## config.mk

```make
export PLATFORM = sky130hd
export DESIGN_NAME = fetch_stage_flat
export DESIGN_NICKNAME = d
export VERILOG_FILES = /design/src/rtl/fetch_stage_if.sv /design/src/rtl/fetch_stage.sv /design/src/flat_wrapper.sv
export SDC_FILE = /design/constraint.sdc
export NUM_CORES = 1
export LEC_CHECK = 0
export CAP_MARGIN = 20
export CORE_MARGIN = 5
export CORE_UTILIZATION = 48
export DETAILED_ROUTE_END_ITERATION = 10
export GPL_TIMING_DRIVEN = 0
export PLACE_DENSITY_LB_ADDON = 0.2
export SYNTH_ARGS = -nofsm -noshare
export SYNTH_HDL_FRONTEND = slang
export SYNTH_SLANG_ARGS = --single-unit
```

## constraint.sdc

```tcl
create_clock -name clk -period 7.5 [get_ports clk]
set_input_delay 1.5 -clock clk [delete_from_list [all_inputs] [get_ports clk]]
set_output_delay 1.5 -clock clk [all_outputs]
set_load 0.02 [all_outputs]
```

## src/rtl/fetch_stage_if.sv

```systemverilog
// Bus bundle between the fetch stage and its surroundings: instruction memory,
// downstream control (stall/flush/redirect) and the IF/ID register outputs.
interface fetch_stage_if;
   logic [31:0] imem_addr;
   logic [31:0] imem_data;
   logic        stall;
   logic        flush;
   logic        redirect_valid;
   logic [31:0] redirect_pc;
   logic [31:0] pc;
   logic [31:0] ifid_instr;
   logic [31:0] ifid_pc4;
   logic        ifid_valid;
   logic        fault;
   logic [31:0] fault_pc;

   modport master (
      output imem_addr, pc, ifid_instr, ifid_pc4, ifid_valid, fault, fault_pc,
      input  imem_data, stall, flush, redirect_valid, redirect_pc
   );

   modport slave (
      input  imem_addr, pc, ifid_instr, ifid_pc4, ifid_valid, fault, fault_pc,
      output imem_data, stall, flush, redirect_valid, redirect_pc
   );
endinterface

```

## src/rtl/fetch_stage.sv

```systemverilog
// MIPS instruction-fetch stage: PC register, IF/ID pipeline register and a
// sticky fault trap for fetches outside the word-aligned instruction memory.
module fetch_stage #(
   parameter logic [31:0] RESET_PC  = 32'h0000_0000,
   parameter int          MEM_BYTES = 256
) (
   input  logic           clk,
   input  logic           rst_n,
   fetch_stage_if.master  bus
);

   typedef enum logic {RUN, FAULT} state_t;

   localparam logic [31:0] LAST_ADDR = 32'(MEM_BYTES - 4);

   state_t      state_q, state_d;
   logic [31:0] pc_q, pc_d;
   logic [31:0] instr_q, instr_d;
   logic [31:0] pc4_q, pc4_d;
   logic        valid_q, valid_d;
   logic        fault_q, fault_d;
   logic [31:0] fault_pc_q, fault_pc_d;
   logic [31:0] pc_plus4;

   // Unsigned compare also rejects targets that wrapped past 2^32.
   function automatic logic is_legal(input logic [31:0] a);
      return (a[1:0] == 2'b00) && (a <= LAST_ADDR);
   endfunction

   assign pc_plus4 = pc_q + 32'd4;

   always_comb begin
      state_d    = state_q;
      pc_d       = pc_q;
      instr_d    = instr_q;
      pc4_d      = pc4_q;
      valid_d    = valid_q;
      fault_d    = fault_q;
      fault_pc_d = fault_pc_q;

      case (state_q)
         RUN: begin
            if (bus.redirect_valid) begin
               instr_d = '0;
               pc4_d   = '0;
               valid_d = 1'b0;
               if (is_legal(bus.redirect_pc)) begin
                  pc_d = bus.redirect_pc;
               end else begin
                  fault_d    = 1'b1;
                  fault_pc_d = bus.redirect_pc;
                  state_d    = FAULT;
               end
            end else if (bus.flush) begin
               instr_d = '0;
               pc4_d   = '0;
               valid_d = 1'b0;
            end else if (!bus.stall) begin
               // The word at pc is delivered even when its successor is illegal.
               instr_d = bus.imem_data;
               pc4_d   = pc_plus4;
               valid_d = 1'b1;
               if (is_legal(pc_plus4)) begin
                  pc_d = pc_plus4;
               end else begin
                  fault_d    = 1'b1;
                  fault_pc_d = pc_plus4;
                  state_d    = FAULT;
               end
            end
         end
         FAULT: begin
            instr_d = '0;
            pc4_d   = '0;
            valid_d = 1'b0;
         end
         default: begin
            state_d = RUN;
         end
      endcase
   end

   always_ff @(posedge clk) begin
      if (!rst_n) begin
         state_q    <= RUN;
         pc_q       <= RESET_PC;
         instr_q    <= '0;
         pc4_q      <= '0;
         valid_q    <= 1'b0;
         fault_q    <= 1'b0;
         fault_pc_q <= '0;
      end else begin
         state_q    <= state_d;
         pc_q       <= pc_d;
         instr_q    <= instr_d;
         pc4_q      <= pc4_d;
         valid_q    <= valid_d;
         fault_q    <= fault_d;
         fault_pc_q <= fault_pc_d;
      end
   end

   assign bus.imem_addr  = pc_q;
   assign bus.pc         = pc_q;
   assign bus.ifid_instr = instr_q;
   assign bus.ifid_pc4   = pc4_q;
   assign bus.ifid_valid = valid_q;
   assign bus.fault      = fault_q;
   assign bus.fault_pc   = fault_pc_q;

endmodule

```

## src/flat_wrapper.sv

```systemverilog
// flat-port wrapper written by rule: the top's interface ports become plain ports
module fetch_stage_flat 
#(
   parameter logic [31:0] RESET_PC  = 32'h0000_0000,
   parameter int          MEM_BYTES = 256
)
  (clk, rst_n, bus_imem_addr, bus_pc, bus_ifid_instr, bus_ifid_pc4, bus_ifid_valid, bus_fault, bus_fault_pc, bus_imem_data, bus_stall, bus_flush, bus_redirect_valid, bus_redirect_pc);
  fetch_stage_if bus_i ();
  input  logic clk;
  input  logic rst_n;
  output wire logic [$bits(bus_i.imem_addr)-1:0] bus_imem_addr;
  output wire logic [$bits(bus_i.pc)-1:0] bus_pc;
  output wire logic [$bits(bus_i.ifid_instr)-1:0] bus_ifid_instr;
  output wire logic [$bits(bus_i.ifid_pc4)-1:0] bus_ifid_pc4;
  output wire logic [$bits(bus_i.ifid_valid)-1:0] bus_ifid_valid;
  output wire logic [$bits(bus_i.fault)-1:0] bus_fault;
  output wire logic [$bits(bus_i.fault_pc)-1:0] bus_fault_pc;
  input wire logic [$bits(bus_i.imem_data)-1:0] bus_imem_data;
  input wire logic [$bits(bus_i.stall)-1:0] bus_stall;
  input wire logic [$bits(bus_i.flush)-1:0] bus_flush;
  input wire logic [$bits(bus_i.redirect_valid)-1:0] bus_redirect_valid;
  input wire logic [$bits(bus_i.redirect_pc)-1:0] bus_redirect_pc;
  assign bus_imem_addr = bus_i.imem_addr;
  assign bus_pc = bus_i.pc;
  assign bus_ifid_instr = bus_i.ifid_instr;
  assign bus_ifid_pc4 = bus_i.ifid_pc4;
  assign bus_ifid_valid = bus_i.ifid_valid;
  assign bus_fault = bus_i.fault;
  assign bus_fault_pc = bus_i.fault_pc;
  assign bus_i.imem_data = bus_imem_data;
  assign bus_i.stall = bus_stall;
  assign bus_i.flush = bus_flush;
  assign bus_i.redirect_valid = bus_redirect_valid;
  assign bus_i.redirect_pc = bus_redirect_pc;
  fetch_stage #(.RESET_PC(RESET_PC), .MEM_BYTES(MEM_BYTES)) u_core (.clk(clk), .rst_n(rst_n), .bus(bus_i));
endmodule
```

==> report_table.html, run 1 <==
<table>
<tr><th>Metric</th><th>Value</th></tr>
<tr><th colspan="2">Run status</th></tr>
<tr><td>Outcome</td><td>finished clean</td></tr>
<tr><th colspan="2">Critical path</th></tr>
<tr><td>Launching element type of the critical path</td><td>input port</td></tr>
<tr><td>Critical Path Max Stage Delay</td><td>0.50 ns</td></tr>
<tr><td>CP Capture Type</td><td>flip-flop</td></tr>
<tr><td>Worst-path maximum fanout</td><td>10</td></tr>
<tr><td>WS Path Type</td><td>in -&gt; reg</td></tr>
<tr><td>Cell breakdown of the critical path</td><td>clkdlybuf4s50_1 -&gt; nor4_1 -&gt; nand3_1 -&gt; o21ai_0 -&gt; and2_0 -&gt; inv_1 -&gt; nor2_1 -&gt; a211oi_4 -&gt; buf_2 -&gt; and2_1</td></tr>
<tr><td>Required time of the worst setup path</td><td>7.80 ns</td></tr>
<tr><td>Library cell contributing the largest single delay on the critical path</td><td>sky130_fd_sc_hd__nor4_1</td></tr>
<tr><td>Arrival time of the worst setup path</td><td>4.31 ns</td></tr>
<tr><th colspan="2">STA</th></tr>
<tr><td>Final max-slew violation count</td><td>0</td></tr>
<tr><td>Worst slew margin relative to its limit</td><td>49.6%</td></tr>
<tr><td>Worst setup skew after layout</td><td>0.00770 ns</td></tr>
<tr><td>Upper clock frequency limit</td><td>250 MHz</td></tr>
<tr><td>RSZ-0062 raised after global routing</td><td>false</td></tr>
<tr><td>Min Tclk post-route</td><td>4.01 ns</td></tr>
<tr><td>Final setup TNS</td><td>0 ns</td></tr>
<tr><td>Final hold vios</td><td>0</td></tr>
<tr><td>Worst Max-Slew Pin Slew</td><td>0.756 ns</td></tr>
<tr><td>Final Setup Violations</td><td>0</td></tr>
<tr><td>Period utilization</td><td>53.4%</td></tr>
<tr><th colspan="2">Yosys</th></tr>
<tr><td>Top post-synthesis cells by count</td><td>sky130_fd_sc_hd__dfxtp_1 (131), sky130_fd_sc_hd__nor2_1 (121), sky130_fd_sc_hd__mux2i_1 (45)</td></tr>
<tr><td>Area of the mapped netlist</td><td>6140 um^2</td></tr>
<tr><td>Mapped Nets</td><td>761</td></tr>
<tr><td>Post-synthesis sequential area ratio</td><td>42.7%</td></tr>
<tr><td>Dominant cell type by area after synthesis</td><td>sky130_fd_sc_hd__dfxtp_1</td></tr>
<tr><td>Library cells used by synthesis</td><td>54</td></tr>
<tr><td>Number of instances in the synthesized netlist</td><td>690</td></tr>
<tr><td>Mean instance size in the synthesized netlist</td><td>8.90 um^2</td></tr>
<tr><td>Number of flops mapped to enable cells by yosys</td><td>0</td></tr>
<tr><td>Most frequent cell after synthesis</td><td>sky130_fd_sc_hd__dfxtp_1</td></tr>
<tr><td>Number of synthesized register bits</td><td>131</td></tr>
<tr><td>Primary FF master, synth</td><td>sky130_fd_sc_hd__dfxtp_1</td></tr>
<tr><td>Async set-or-reset flop fraction in the synthesized netlist</td><td>0%</td></tr>
<tr><td>Post-synth top area share</td><td>42.7%</td></tr>
<tr><td>Dominant cells by area after synthesis</td><td>sky130_fd_sc_hd__dfxtp_1 (43%), sky130_fd_sc_hd__nor2_1 (7.4%), sky130_fd_sc_hd__mux2i_1 (7.3%)</td></tr>
<tr><td>Yosys warning count</td><td>0</td></tr>
<tr><th colspan="2">Detailed routing</th></tr>
<tr><td>First DRT Iteration DRCs</td><td>585</td></tr>
<tr><td>Total wire length after detailed routing</td><td>21.1 mm</td></tr>
<tr><td>Residual antenna-violating net count after detailed routing</td><td>0</td></tr>
<tr><td>Wire per inst</td><td>18.8 um</td></tr>
<tr><td>Detailed-routing iteration count for the pre-antenna-repair pass</td><td>5</td></tr>
<tr><td>Total number of vias</td><td>6168</td></tr>
<tr><td>Detailed-route vias per instance</td><td>5.49</td></tr>
<tr><td>Remaining DRCs</td><td>0</td></tr>
<tr><th colspan="2">Power</th></tr>
<tr><td>Logic gate share of total power</td><td>10.1%</td></tr>
<tr><td>Clock power frac</td><td>50.3%</td></tr>
<tr><td>Int Pwr</td><td>1.41 mW</td></tr>
<tr><td>Peak ir drop on the vdd network</td><td>130 uV</td></tr>
<tr><td>LEAKAGE</td><td>3.58 nW</td></tr>
<tr><td>Reg power frac</td><td>39.6%</td></tr>
<tr><td>Design Power</td><td>1.82 mW</td></tr>
<tr><td>Switching power total</td><td>0.407 mW</td></tr>
<tr><td>Pwr per Cell Area</td><td>195 nW/um^2</td></tr>
<tr><td>Switching fraction of total power</td><td>22.4%</td></tr>
<tr><th colspan="2">Min path</th></tr>
<tr><td>Type of the tightest min-delay check</td><td>reg -&gt; reg</td></tr>
<tr><th colspan="2">Global route</th></tr>
<tr><td>Number of antenna violations at the first check in global routing</td><td>0</td></tr>
<tr><td>Remaining global-route overflow</td><td>0</td></tr>
<tr><td>Vias in the first global route</td><td>6192</td></tr>
<tr><td>Pin count of the biggest net entering global routing</td><td>17</td></tr>
<tr><td>Total global-route track usage</td><td>27.5%</td></tr>
<tr><td>First-pass GRT wire length</td><td>32.3 mm</td></tr>
<tr><th colspan="2">Clock tree</th></tr>
<tr><td>Insertion delay to the later sink of the worst-skew pair</td><td>0.42 ns</td></tr>
<tr><td>Clock net sink count</td><td>131</td></tr>
<tr><td># hold bufs at CTS</td><td>0</td></tr>
<tr><td>Root buffer selected by CTS</td><td>sky130_fd_sc_hd__clkbuf_16</td></tr>
<tr><td>Num CTS Buffers</td><td>17</td></tr>
<tr><td>Max Root-Sink Buffers</td><td>2</td></tr>
<tr><td>TritonCTS clock tree</td><td>yes</td></tr>
<tr><td>H-tree levels</td><td>4</td></tr>
<tr><td>Clock input transition at the sequential cells of the worst setup and hold paths</td><td>0.06 ns</td></tr>
<tr><td>Number of instances resized during post-cts repair</td><td>0</td></tr>
<tr><td>Post-CTS Setup Inserts</td><td>0</td></tr>
<tr><th colspan="2">Die</th></tr>
<tr><td>Core area</td><td>12600 um^2</td></tr>
<tr><td>Height of the die</td><td>123 um</td></tr>
<tr><td>Initial cell density of the core</td><td>48.9%</td></tr>
<tr><td>Total number of placement rows</td><td>41</td></tr>
<tr><td>IO Pins</td><td>231</td></tr>
<tr><td>Total die area</td><td>15200 um^2</td></tr>
<tr><td>Die X</td><td>123 um</td></tr>
<tr><th colspan="2">Place</th></tr>
<tr><td>Count of buffers inserted at the top-level ports</td><td>229</td></tr>
<tr><td>Placed instance count</td><td>1092</td></tr>
<tr><td>GP Congestion</td><td>0.933</td></tr>
<tr><td>Placed wire-length estimate after detailed placement</td><td>16.4 mm</td></tr>
<tr><th colspan="2">Final layout</th></tr>
<tr><td>Final core area utilization</td><td>74.0%</td></tr>
<tr><td>Net total in the final layout</td><td>1010</td></tr>
<tr><td>Fraction of layout cells with a size suffix above 1</td><td>9.77%</td></tr>
<tr><td>Area delta synth-&gt;final</td><td>51.6%</td></tr>
<tr><td>Final instance count without filler cells</td><td>1124</td></tr>
<tr><td>Area of the multi-input gates</td><td>3000 um^2</td></tr>
<tr><td>Storage cell area</td><td>2620 um^2</td></tr>
<tr><td>Number of antenna diodes</td><td>0</td></tr>
<tr><td>Count of fill cells added during filler insertion</td><td>942</td></tr>
<tr><th colspan="2">Flow run</th></tr>
<tr><td>Max-cap violation count</td><td>0</td></tr>
</table>
[worst max-delay path: cells and delay by family]
kind            cells  cell delay (ns)
simple gates        5             1.43
buf+inv             3             0.76
compound gates      2             0.60
[metrics by stage]
| stage | cell area (um^2) | setup slack, ns | hold WS, ns |
|---|---|---|---|
| after floorplan | 6140 | 4.24 | 0.522 |
| after global placement | 8650 | 3.20 | 0.440 |
| after detailed placement | 8650 | 3.17 | 0.452 |
| after CTS | 9310 | 3.57 | 0.463 |
| after global routing | 9310 | 3.36 | 0.481 |
| final | 9310 | 3.49 | 0.461 |
[cell type report]
cell class / instances / area share (%)
Sequential cell: 131 / 28.2
Timing Repair Buffer: 230 / 24.7
Multi-Input combinational cell: 466 / 32.3
Clock inverter: 9 / 1.88
Tap cell: 172 / 2.31
Buffer: 79 / 4.98
Inverter: 14 / 0.565
Clock buffer: 23 / 5.14
[cell usage in the layout (no fill, tap or decap), drive strengths merged, types with 7 or more instances in the layout]
cell type	instances
nor2	122
and3	12
nor4	9
a32o	28
nand2	41
clkdlybuf4s50	229
and4	7
a21oi	39
buf	48
xor2	15
inv	14
clkbuf	55
a22oi	8
a211oi	9
xnor2	18
nor3	18
mux2i	45
dfxtp	131
and2	27
nand3	14
nand4	13
[power by group through the flow]
stage	combinational (mW)	sequential [mW]	clock [mW]
floorplan	0.0781	0.746	0
detailed placement	0.180	0.734	0
finish	0.183	0.720	0.915
CTS	0.182	0.719	0.922
global placement	0.177	0.734	0
global route	0.194	0.721	0.956
[cells by family (layout without fill, tap and decap cells)]
logic type / count (synthesis) / in the layout / synth area share (%)
mux: 45 / 45 / 7.34
buf+inv: 93 / 355 / 8.40
simple gates: 278 / 278 / 22.9
fa+ha+maj: 2 / 2 / 0.408
xor+xnor: 33 / 33 / 4.71
compound gates: 108 / 108 / 13.5
flops: 131 / 131 / 42.7
[state kept, by name, indices dropped and copies added, names as in the netlist]
register / cells
u_core.bus.fault: 1
u_core.bus.ifid_valid: 1
u_core.state_q: 1
u_core.bus.ifid_pc4: 32
u_core.bus.fault_pc: 32
u_core.bus.imem_addr: 32
u_core.bus.ifid_instr: 32
[path summary, 6_finish.rpt]
path / cells past startpoint / from / slack, ns / endpoint
worst max-delay path: 10 / bus_redirect_pc[15] / 3.49 / u_core.bus.imem_addr[20]
worst max register to register: 11 / u_core.bus.imem_addr[2] / 3.66 / u_core.bus.fault_pc[27]
worst min register to register: 2 / u_core.bus.ifid_valid / 0.46 / u_core.bus.ifid_valid
worst min-delay path: 2 / u_core.bus.ifid_valid / 0.46 / u_core.bus.ifid_valid
[per-layer routing]
layer | vias to the layer above | track usage, % | wire length [um]
met1 | 2927 | 33.3 | 8490
li1 | 2877 | - | -
met4 | 0 | 9.34 | 418
met2 | 323 | 46.0 | 10100
met3 | 41 | 9.10 | 2130
met5 | - | 0 | 0
No activity file was read; power rests on OpenSTA's default activity.
==> inputs of run 2 (changes only) <==
- CORE_UTILIZATION: 48 -> 45
- clock period: 7.5 -> 3.9 ns (I/O delays scaled with it)
==> run 2 against run 1 <==
Net effect: via count is 1.0% lower; utilization down 4.7 points; clock skew decreased by 0.0028 ns; combinational power rose by 90%; first-iteration DRC count up 1.5%; total power increased by 79%; critical path depth up 1; worst setup slack got worse by 3.3 ns; cell count is the same; die area grew 6.1%; clock power increased by 66%.
==> report_table.html, run 2 (synthesis gave the netlist of run 1 again) <==
<table>
<tr><th>Metric</th><th>Value</th></tr>
<tr><th colspan="2">Run status</th></tr>
<tr><td>Outcome</td><td>finished clean (unchanged)</td></tr>
<tr><th colspan="2">STA</th></tr>
<tr><td>Final hold vios</td><td>0 (unchanged)</td></tr>
<tr><td>Worst slew margin relative to its limit</td><td>51.9% (was 49.6%)</td></tr>
<tr><td>Upper clock frequency limit</td><td>267 MHz</td></tr>
<tr><td>Worst Max-Slew Pin Slew</td><td>0.721 ns (was 0.756 ns)</td></tr>
<tr><td>Worst setup skew after layout</td><td>0.00490 ns (was 0.00770 ns)</td></tr>
<tr><td>Final setup TNS</td><td>0 ns (unchanged)</td></tr>
<tr><td>Min Tclk post-route</td><td>3.74 ns</td></tr>
<tr><td>Final max-slew violation count</td><td>0 (unchanged)</td></tr>
<tr><td>RSZ-0062 raised after global routing</td><td>false (unchanged)</td></tr>
<tr><td>Period utilization</td><td>96.0%</td></tr>
<tr><td>Final Setup Violations</td><td>0 (unchanged)</td></tr>
<tr><td>Final critical-path setup slack</td><td>0.156 ns (was 3.49 ns)</td></tr>
<tr><th colspan="2">Final layout</th></tr>
<tr><td>Final design area excluding fillers</td><td>9210 um^2 (was 9310 um^2)</td></tr>
<tr><td>Net total in the final layout</td><td>1010 (unchanged)</td></tr>
<tr><td>Most frequent cells in the layout</td><td>sky130_fd_sc_hd__clkdlybuf4s50_1 (229), sky130_fd_sc_hd__dfxtp_1 (130), sky130_fd_sc_hd__nor2_1 (121) (was sky130_fd_sc_hd__clkdlybuf4s50_1 (229), sky130_fd_sc_hd__dfxtp_1 (131), sky130_fd_sc_hd__nor2_1 (121))</td></tr>
<tr><td>Commonest non-fill, non-tap cell in the layout</td><td>sky130_fd_sc_hd__clkdlybuf4s50_1 (unchanged)</td></tr>
<tr><td>Fraction of layout cells with a size suffix above 1</td><td>9.60% (was 9.77%)</td></tr>
<tr><td>Number of antenna diodes</td><td>0 (unchanged)</td></tr>
<tr><td>Final instance count without filler cells</td><td>1124 (unchanged)</td></tr>
<tr><td>Area delta synth-&gt;final</td><td>50.1% (was 51.6%)</td></tr>
<tr><th colspan="2">Place</th></tr>
<tr><td>GP Congestion</td><td>0.907 (was 0.933)</td></tr>
<tr><td>Placed instance count</td><td>1096 (was 1092)</td></tr>
<tr><td>Placed wire-length estimate after detailed placement</td><td>15.4 mm (was 16.4 mm)</td></tr>
<tr><td>Count of buffers inserted at the top-level ports</td><td>229 (unchanged)</td></tr>
<tr><td>DP Worst Slack</td><td>0.181 ns (was 3.17 ns)</td></tr>
<tr><td>Standard cell area after detailed placement</td><td>8660 um^2 (was 8650 um^2)</td></tr>
<tr><th colspan="2">Die</th></tr>
<tr><td>Die X</td><td>127 um (was 123 um)</td></tr>
<tr><td>Height of the die</td><td>127 um (was 123 um)</td></tr>
<tr><td>Total die area</td><td>16100 um^2 (was 15200 um^2)</td></tr>
<tr><td>Initial cell density of the core</td><td>46.2% (was 48.9%)</td></tr>
<tr><td>Total number of placement rows</td><td>42 (was 41)</td></tr>
<tr><td>Core area</td><td>13300 um^2 (was 12600 um^2)</td></tr>
<tr><td>IO Pins</td><td>231 (unchanged)</td></tr>
<tr><th colspan="2">Flow run</th></tr>
<tr><td>Max-cap violation count</td><td>0 (unchanged)</td></tr>
<tr><th colspan="2">Clock tree</th></tr>
<tr><td>Root buffer selected by CTS</td><td>sky130_fd_sc_hd__clkbuf_16 (unchanged)</td></tr>
<tr><td># hold bufs at CTS</td><td>0 (unchanged)</td></tr>
<tr><td>Clock input transition at the sequential cells of the worst setup and hold paths</td><td>0.05 ns (was 0.06 ns)</td></tr>
<tr><td>Num CTS Buffers</td><td>17 (unchanged)</td></tr>
<tr><td>TritonCTS clock tree</td><td>yes (unchanged)</td></tr>
<tr><td>Insertion delay to the later sink of the worst-skew pair</td><td>0.42 ns (about the same)</td></tr>
<tr><td>Max Root-Sink Buffers</td><td>2 (unchanged)</td></tr>
<tr><td>Clock net sink count</td><td>131 (unchanged)</td></tr>
<tr><td>H-tree levels</td><td>4 (unchanged)</td></tr>
<tr><th colspan="2">Power</th></tr>
<tr><td>Design Power</td><td>3.25 mW (was 1.82 mW)</td></tr>
<tr><td>LEAKAGE</td><td>3.54 nW (was 3.58 nW)</td></tr>
<tr><td>Peak ir drop on the vdd network</td><td>305 uV (was 130 uV)</td></tr>
<tr><td>Pwr per Cell Area</td><td>353 nW/um^2 (was 195 nW/um^2)</td></tr>
<tr><th colspan="2">Detailed routing</th></tr>
<tr><td>Detailed-routing iteration count for the pre-antenna-repair pass</td><td>5 (unchanged)</td></tr>
<tr><td>Residual antenna-violating net count after detailed routing</td><td>0 (unchanged)</td></tr>
<tr><td>Remaining DRCs</td><td>0 (unchanged)</td></tr>
<tr><td>Total wire length after detailed routing</td><td>20.5 mm (was 21.1 mm)</td></tr>
<tr><td>First DRT Iteration DRCs</td><td>594 (was 585)</td></tr>
<tr><td>Total number of vias</td><td>6105 (was 6168)</td></tr>
<tr><td>Detailed-route vias per instance</td><td>5.43 (was 5.49)</td></tr>
<tr><td>Wire per inst</td><td>18.2 um (was 18.8 um)</td></tr>
<tr><th colspan="2">Critical path</th></tr>
<tr><td>Worst setup path end</td><td>u_core.bus.fault_pc[21] (was u_core.bus.imem_addr[20])</td></tr>
<tr><td>Arrival time of the worst setup path</td><td>4.05 ns (was 4.31 ns)</td></tr>
<tr><td>Launching element type of the critical path</td><td>flip-flop (was input port)</td></tr>
<tr><td>CP Capture Type</td><td>flip-flop (unchanged)</td></tr>
<tr><td>Critical register-to-register path endpoint</td><td>u_core.bus.fault_pc[21] (was u_core.bus.fault_pc[27])</td></tr>
<tr><td>Path depth of the worst reg2reg path</td><td>11 (unchanged)</td></tr>
<tr><td>Worst setup path startpoint</td><td>u_core.bus.imem_addr[3] (was bus_redirect_pc[15])</td></tr>
<tr><td>Register-to-register setup slack</td><td>0.16 ns (was 3.66 ns)</td></tr>
<tr><td>Required time of the worst setup path</td><td>4.20 ns (was 7.80 ns)</td></tr>
<tr><td>Worst-path maximum fanout</td><td>10 (unchanged)</td></tr>
<tr><td>Reg-to-reg startpoint</td><td>u_core.bus.imem_addr[3] (was u_core.bus.imem_addr[2])</td></tr>
<tr><td>WS Path Type</td><td>reg -&gt; reg (was in -&gt; reg)</td></tr>
<tr><th colspan="2">Min path</th></tr>
<tr><td>Type of the tightest min-delay check</td><td>reg -&gt; reg (unchanged)</td></tr>
<tr><th colspan="2">Global route</th></tr>
<tr><td>First-pass GRT wire length</td><td>31.7 mm (was 32.3 mm)</td></tr>
<tr><td>Pin count of the biggest net entering global routing</td><td>17 (unchanged)</td></tr>
<tr><td>Number of antenna violations at the first check in global routing</td><td>0 (unchanged)</td></tr>
<tr><td>Remaining global-route overflow</td><td>0 (unchanged)</td></tr>
<tr><td>Vias in the first global route</td><td>5832 (was 6192)</td></tr>
<tr><td>Total global-route track usage</td><td>25.0% (was 27.5%)</td></tr>
</table>
## run 2: timing repair
| action | in CTS | in global routing |
|---|---|---|
| resized for setup | 0 | 2 |
| endpoints found under the setup margin | 0 | 32 |
| buffers inserted | 0 | 0 |
## run 2: how the worst min path moves through the flow
stage | startpoint | to | slack (ns) | depth (start not counted)
detailed placement | u_core.bus.ifid_valid | u_core.bus.ifid_valid | 0.44 | 2
global route | u_core.bus.ifid_valid | u_core.bus.ifid_valid | 0.48 | 2
floorplan | u_core.bus.fault | u_core.bus.fault | 0.52 | 2
global placement | u_core.bus.ifid_valid | u_core.bus.ifid_valid | 0.44 | 2
finish | u_core.bus.ifid_valid | u_core.bus.ifid_valid | 0.45 | 2
CTS | u_core.bus.ifid_valid | u_core.bus.ifid_valid | 0.45 | 2
## run 2: area by class of cell
class                   count  area [um^2]
clock buffers              22          464
inverters                  14         52.6
fillers                  1122         4080
clock inverters             6         82.6
repair buffers            230         2300
plain buffers              79          463
multi-input cells         466         3010
flip-flops and latches    131         2620
well taps                 176          220
## run 2: metrics by stage
step | hold WS, ns | util (%)
after floorplan | 0.522 | -
after global placement | 0.437 | 65.1
after detailed placement | 0.440 | 65.1
after CTS | 0.448 | 69.2
after global routing | 0.479 | 69.3
final | 0.445 | 69.3
## run 2: report_power, final
group | switching, mW | internal, mW | leakage [nW]
Sequential | 0.0219 | 1.36 | 1.06
Combinational | 0.179 | 0.168 | 2.21
Clock | 0.562 | 0.956 | 0.268
## run 2: layer usage
layer,vias up,routed length [um],share of wire (%),track usage (%)
li1,2888,-,-,-
met1,2890,8530,42,30.9
met2,296,9390,46,39.6
met3,31,2250,11,11.2
met4,0,349,1.7,6.88
met5,-,0,0,0
## run 2: worst max-delay path: stages, from the launching register on
cell                        delay [ns]
sky130_fd_sc_hd__dfxtp_1          0.52
sky130_fd_sc_hd__ha_1             0.30
sky130_fd_sc_hd__nand4_1          0.29
sky130_fd_sc_hd__nor2_2           0.34
sky130_fd_sc_hd__nand4_1          0.17
sky130_fd_sc_hd__xor2_1           0.44
sky130_fd_sc_hd__nand3b_1         0.18
sky130_fd_sc_hd__or4b_1           0.52
sky130_fd_sc_hd__buf_2            0.21
sky130_fd_sc_hd__a2bb2oi_2        0.22
sky130_fd_sc_hd__buf_4            0.22
sky130_fd_sc_hd__a32o_1           0.21
==> inputs of run 3 (changes only) <==
- CELL_PAD_IN_SITES_DETAIL_PLACEMENT: default -> 0
- CELL_PAD_IN_SITES_GLOBAL_PLACEMENT: default -> 1
- CORE_UTILIZATION: 45 -> 32
- RECOVER_POWER: default -> 50
- clock period: 3.9 -> 4.1 ns (I/O delays scaled with it)
==> run 3 against run 2 <==
Net effect: sequential power is 5% lower; sequential share of layout area down 0.30 points; maximum frequency decreased by 3.4%; total power shrank 3.8%; critical path depth unchanged; utilization shrank 20 points; via count fell by 4.2%; first-iteration DRC count shrank 30%; combinational power fell by 6.3%; clock skew increased by 0.0062 ns.
==> report_table.html, run 3 (synthesis gave the netlist of run 1 again) <==
<table>
<tr><th>Metric</th><th>Value</th></tr>
<tr><th colspan="2">Clock tree</th></tr>
<tr><td>H-tree levels</td><td>4 (unchanged)</td></tr>
<tr><td>Root buffer selected by CTS</td><td>sky130_fd_sc_hd__clkbuf_16 (unchanged)</td></tr>
<tr><td>TritonCTS clock tree</td><td>yes (unchanged)</td></tr>
<tr><td>Clock input transition at the sequential cells of the worst setup and hold paths</td><td>0.06 ns (was 0.05 ns)</td></tr>
<tr><td>Num CTS Buffers</td><td>17 (unchanged)</td></tr>
<tr><td>Max Root-Sink Buffers</td><td>2 (unchanged)</td></tr>
<tr><td>Clock net sink count</td><td>131 (unchanged)</td></tr>
<tr><td>Insertion delay to the later sink of the worst-skew pair</td><td>0.43 ns (was 0.42 ns)</td></tr>
<tr><th colspan="2">Detailed routing</th></tr>
<tr><td>Detailed-route vias per instance</td><td>4.93 (was 5.43)</td></tr>
<tr><td>Total wire length after detailed routing</td><td>21.7 mm (was 20.5 mm)</td></tr>
<tr><td>Detailed-routing iteration count for the pre-antenna-repair pass</td><td>9 (was 5)</td></tr>
<tr><td>Total number of vias</td><td>5850 (was 6105)</td></tr>
<tr><td>Residual antenna-violating net count after detailed routing</td><td>0 (unchanged)</td></tr>
<tr><td>Wire per inst</td><td>18.3 um (was 18.2 um)</td></tr>
<tr><td>First DRT Iteration DRCs</td><td>418 (was 594)</td></tr>
<tr><td>Remaining DRCs</td><td>0 (unchanged)</td></tr>
<tr><th colspan="2">Die</th></tr>
<tr><td>Total number of placement rows</td><td>50 (was 42)</td></tr>
<tr><td>Total die area</td><td>22100 um^2 (was 16100 um^2)</td></tr>
<tr><td>Height of the die</td><td>149 um (was 127 um)</td></tr>
<tr><td>Die X</td><td>149 um (was 127 um)</td></tr>
<tr><td>Initial cell density of the core</td><td>32.7% (was 46.2%)</td></tr>
<tr><td>IO Pins</td><td>231 (unchanged)</td></tr>
<tr><td>Core area</td><td>18800 um^2 (was 13300 um^2)</td></tr>
<tr><th colspan="2">Critical path</th></tr>
<tr><td>Launching element type of the critical path</td><td>flip-flop (unchanged)</td></tr>
<tr><td>Worst-path maximum fanout</td><td>10 (unchanged)</td></tr>
<tr><td>Path depth of the worst reg2reg path</td><td>11 (unchanged)</td></tr>
<tr><td>CP Capture Type</td><td>flip-flop (unchanged)</td></tr>
<tr><td>Register-to-register setup slack</td><td>0.22 ns (was 0.16 ns)</td></tr>
<tr><td>Reg-to-reg startpoint</td><td>u_core.bus.imem_addr[2] (was u_core.bus.imem_addr[3])</td></tr>
<tr><td>Arrival time of the worst setup path</td><td>4.19 ns (was 4.05 ns)</td></tr>
<tr><td>Required time of the worst setup path</td><td>4.42 ns (was 4.20 ns)</td></tr>
<tr><td>Critical register-to-register path endpoint</td><td>u_core.bus.fault_pc[28] (was u_core.bus.fault_pc[21])</td></tr>
<tr><td>WS Path Type</td><td>reg -&gt; reg (unchanged)</td></tr>
<tr><th colspan="2">Global route</th></tr>
<tr><td>Number of antenna violations at the first check in global routing</td><td>0 (unchanged)</td></tr>
<tr><td>Remaining global-route overflow</td><td>0 (unchanged)</td></tr>
<tr><td>Total global-route track usage</td><td>19.4% (was 25.0%)</td></tr>
<tr><td>Vias in the first global route</td><td>5808 (was 5832)</td></tr>
<tr><td>First-pass GRT wire length</td><td>33.4 mm (was 31.7 mm)</td></tr>
<tr><td>Pin count of the biggest net entering global routing</td><td>17 (unchanged)</td></tr>
<tr><th colspan="2">STA</th></tr>
<tr><td>Worst setup skew after layout</td><td>0.0111 ns (was 0.00490 ns)</td></tr>
<tr><td>Final max-slew violation count</td><td>0 (unchanged)</td></tr>
<tr><td>Final hold vios</td><td>0 (unchanged)</td></tr>
<tr><td>Worst slew margin relative to its limit</td><td>51.5% (was 51.9%)</td></tr>
<tr><td>Min Tclk post-route</td><td>3.88 ns (was 3.74 ns)</td></tr>
<tr><td>Final Setup Violations</td><td>0 (unchanged)</td></tr>
<tr><td>Final critical-path setup slack</td><td>0.223 ns (was 0.156 ns)</td></tr>
<tr><td>Period utilization</td><td>94.6% (was 96.0%)</td></tr>
<tr><td>Worst Max-Slew Pin Slew</td><td>0.727 ns (was 0.721 ns)</td></tr>
<tr><td>Upper clock frequency limit</td><td>258 MHz (was 267 MHz)</td></tr>
<tr><td>RSZ-0062 raised after global routing</td><td>false (unchanged)</td></tr>
<tr><td>Final setup TNS</td><td>0 ns (unchanged)</td></tr>
<tr><th colspan="2">Power</th></tr>
<tr><td>Pwr per Cell Area</td><td>336 nW/um^2 (was 353 nW/um^2)</td></tr>
<tr><td>Design Power</td><td>3.13 mW (was 3.25 mW)</td></tr>
<tr><td>LEAKAGE</td><td>3.98 nW (was 3.54 nW)</td></tr>
<tr><td>Peak ir drop on the vdd network</td><td>298 uV (was 305 uV)</td></tr>
<tr><th colspan="2">Place</th></tr>
<tr><td>DP Worst Slack</td><td>0.107 ns (was 0.181 ns)</td></tr>
<tr><td>Placed wire-length estimate after detailed placement</td><td>16.7 mm (was 15.4 mm)</td></tr>
<tr><td>Placed instance count</td><td>1154 (was 1096)</td></tr>
<tr><td>GP Congestion</td><td>0.804 (was 0.907)</td></tr>
<tr><td>Count of buffers inserted at the top-level ports</td><td>229 (unchanged)</td></tr>
<tr><th colspan="2">Final layout</th></tr>
<tr><td>Count of fill cells added during filler insertion</td><td>1805 (was 1122)</td></tr>
<tr><td>Final instance count without filler cells</td><td>1186 (was 1124)</td></tr>
<tr><td>Commonest non-fill, non-tap cell in the layout</td><td>sky130_fd_sc_hd__dlygate4sd3_1 (was sky130_fd_sc_hd__clkdlybuf4s50_1)</td></tr>
<tr><td>Most frequent cells in the layout</td><td>sky130_fd_sc_hd__dlygate4sd3_1 (132), sky130_fd_sc_hd__dfxtp_1 (131), sky130_fd_sc_hd__nor2_1 (121) (was sky130_fd_sc_hd__clkdlybuf4s50_1 (229), sky130_fd_sc_hd__dfxtp_1 (130), sky130_fd_sc_hd__nor2_1 (121))</td></tr>
<tr><td>Net total in the final layout</td><td>1010 (unchanged)</td></tr>
<tr><td>Area delta synth-&gt;final</td><td>51.6% (was 50.1%)</td></tr>
<tr><td>Fraction of layout cells with a size suffix above 1</td><td>10.2% (was 9.60%)</td></tr>
<tr><td>Number of antenna diodes</td><td>0 (unchanged)</td></tr>
<tr><th colspan="2">Min path</th></tr>
<tr><td>HP Start</td><td>u_core.bus.ifid_valid (unchanged)</td></tr>
<tr><td>Type of the tightest min-delay check</td><td>reg -&gt; reg (unchanged)</td></tr>
<tr><td>Count of cells along the worst hold path</td><td>2 (unchanged)</td></tr>
<tr><td>Endpoint, Worst Hold</td><td>u_core.bus.ifid_valid (unchanged)</td></tr>
<tr><th colspan="2">Run status</th></tr>
<tr><td>Outcome</td><td>finished clean (unchanged)</td></tr>
<tr><th colspan="2">Flow run</th></tr>
<tr><td>Max-cap violation count</td><td>0 (unchanged)</td></tr>
</table>
==> run 3: cell types whose count changed in the layout (fill, tap and decap cells not counted), sizes merged <==
cell	change
buf	-1
bufinv	-1
clkbuf	-4
clkdlybuf4s50	-132
clkinvlp	+4
dlygate4sd3	+132
inv	+6
==> run 3: repair_timing <==
item / in CTS / in global routing
buffers inserted: 0 / 0
gates resized for setup: 0 / 1
hold buffers: 0 / 0
endpoints found under the setup margin: 0 / 32
==> run 3: report_power, final <==
group / total [mW] / leakage [nW] / internal (mW) / switching, mW
registers: 1.31 / 1.06 / 1.29 / 0.0198
clock network: 1.49 / 0.265 / 0.846 / 0.639
logic: 0.325 / 2.66 / 0.153 / 0.173
total: 3.13 / 3.98 / 2.29 / 0.832
==> run 3: per-layer routing <==
layer  GRT usage, %  vias up  share of wire, %
met3           6.73       25               8.8
met5              0        -                 0
met2           29.8      220                44
li1               -     2897                 -
met1           26.3     2708                46
met4           4.43        0               1.1
==> run 3: layout make-up <==
class                           instances  area [um^2]  area share [%]
Clock buffer                           17          425            4.57
Timing Repair Buffer                  230         2300            24.7
Tap cell                              234          293            3.15
Inverter                               14         52.6           0.565
Clock inverter                         15          145            1.56
Sequential cell                       131         2620            28.2
Buffer                                 79          463            4.97
Multi-Input combinational cell        466         3010            32.3
==> run 3: how the worst max path moves through the flow <==
stage,startpoint,depth (start not counted),endpoint
floorplan,u_core.bus.imem_addr[2],11,u_core.bus.fault_pc[21]
CTS,u_core.bus.imem_addr[2],11,u_core.bus.fault_pc[7]
finish,u_core.bus.imem_addr[2],11,u_core.bus.fault_pc[28]
global placement,u_core.bus.imem_addr[2],11,u_core.bus.fault_pc[26]
detailed placement,u_core.bus.imem_addr[2],11,u_core.bus.fault_pc[7]
global route,u_core.bus.imem_addr[2],11,u_core.bus.fault_pc[9]
==> run 3: metrics by stage <==
| stage | utilization (%) | hold slack (ns) | cell area [um^2] |
|---|---|---|---|
| floorplan | - | 0.522 | 6140 |
| global placement | 46.5 | 0.436 | 8720 |
| detailed placement | 46.5 | 0.438 | 8730 |
| CTS | 49.6 | 0.456 | 9300 |
| global route | 49.6 | 0.470 | 9310 |
| finish | 49.6 | 0.452 | 9310 |
==> run 3: worst max-delay path, stage by stage, from the launching register on <==
cell and delay, ns:
sky130_fd_sc_hd__dfxtp_1 0.63, sky130_fd_sc_hd__ha_1 0.32, sky130_fd_sc_hd__nand4_1 0.30, sky130_fd_sc_hd__nor2_2 0.34, sky130_fd_sc_hd__nand3_1 0.13, sky130_fd_sc_hd__xor2_1 0.47
sky130_fd_sc_hd__nand4_1 0.21, sky130_fd_sc_hd__or4b_1 0.49, sky130_fd_sc_hd__buf_2 0.21, sky130_fd_sc_hd__a2bb2oi_2 0.22, sky130_fd_sc_hd__buf_4 0.22, sky130_fd_sc_hd__a32o_1 0.21
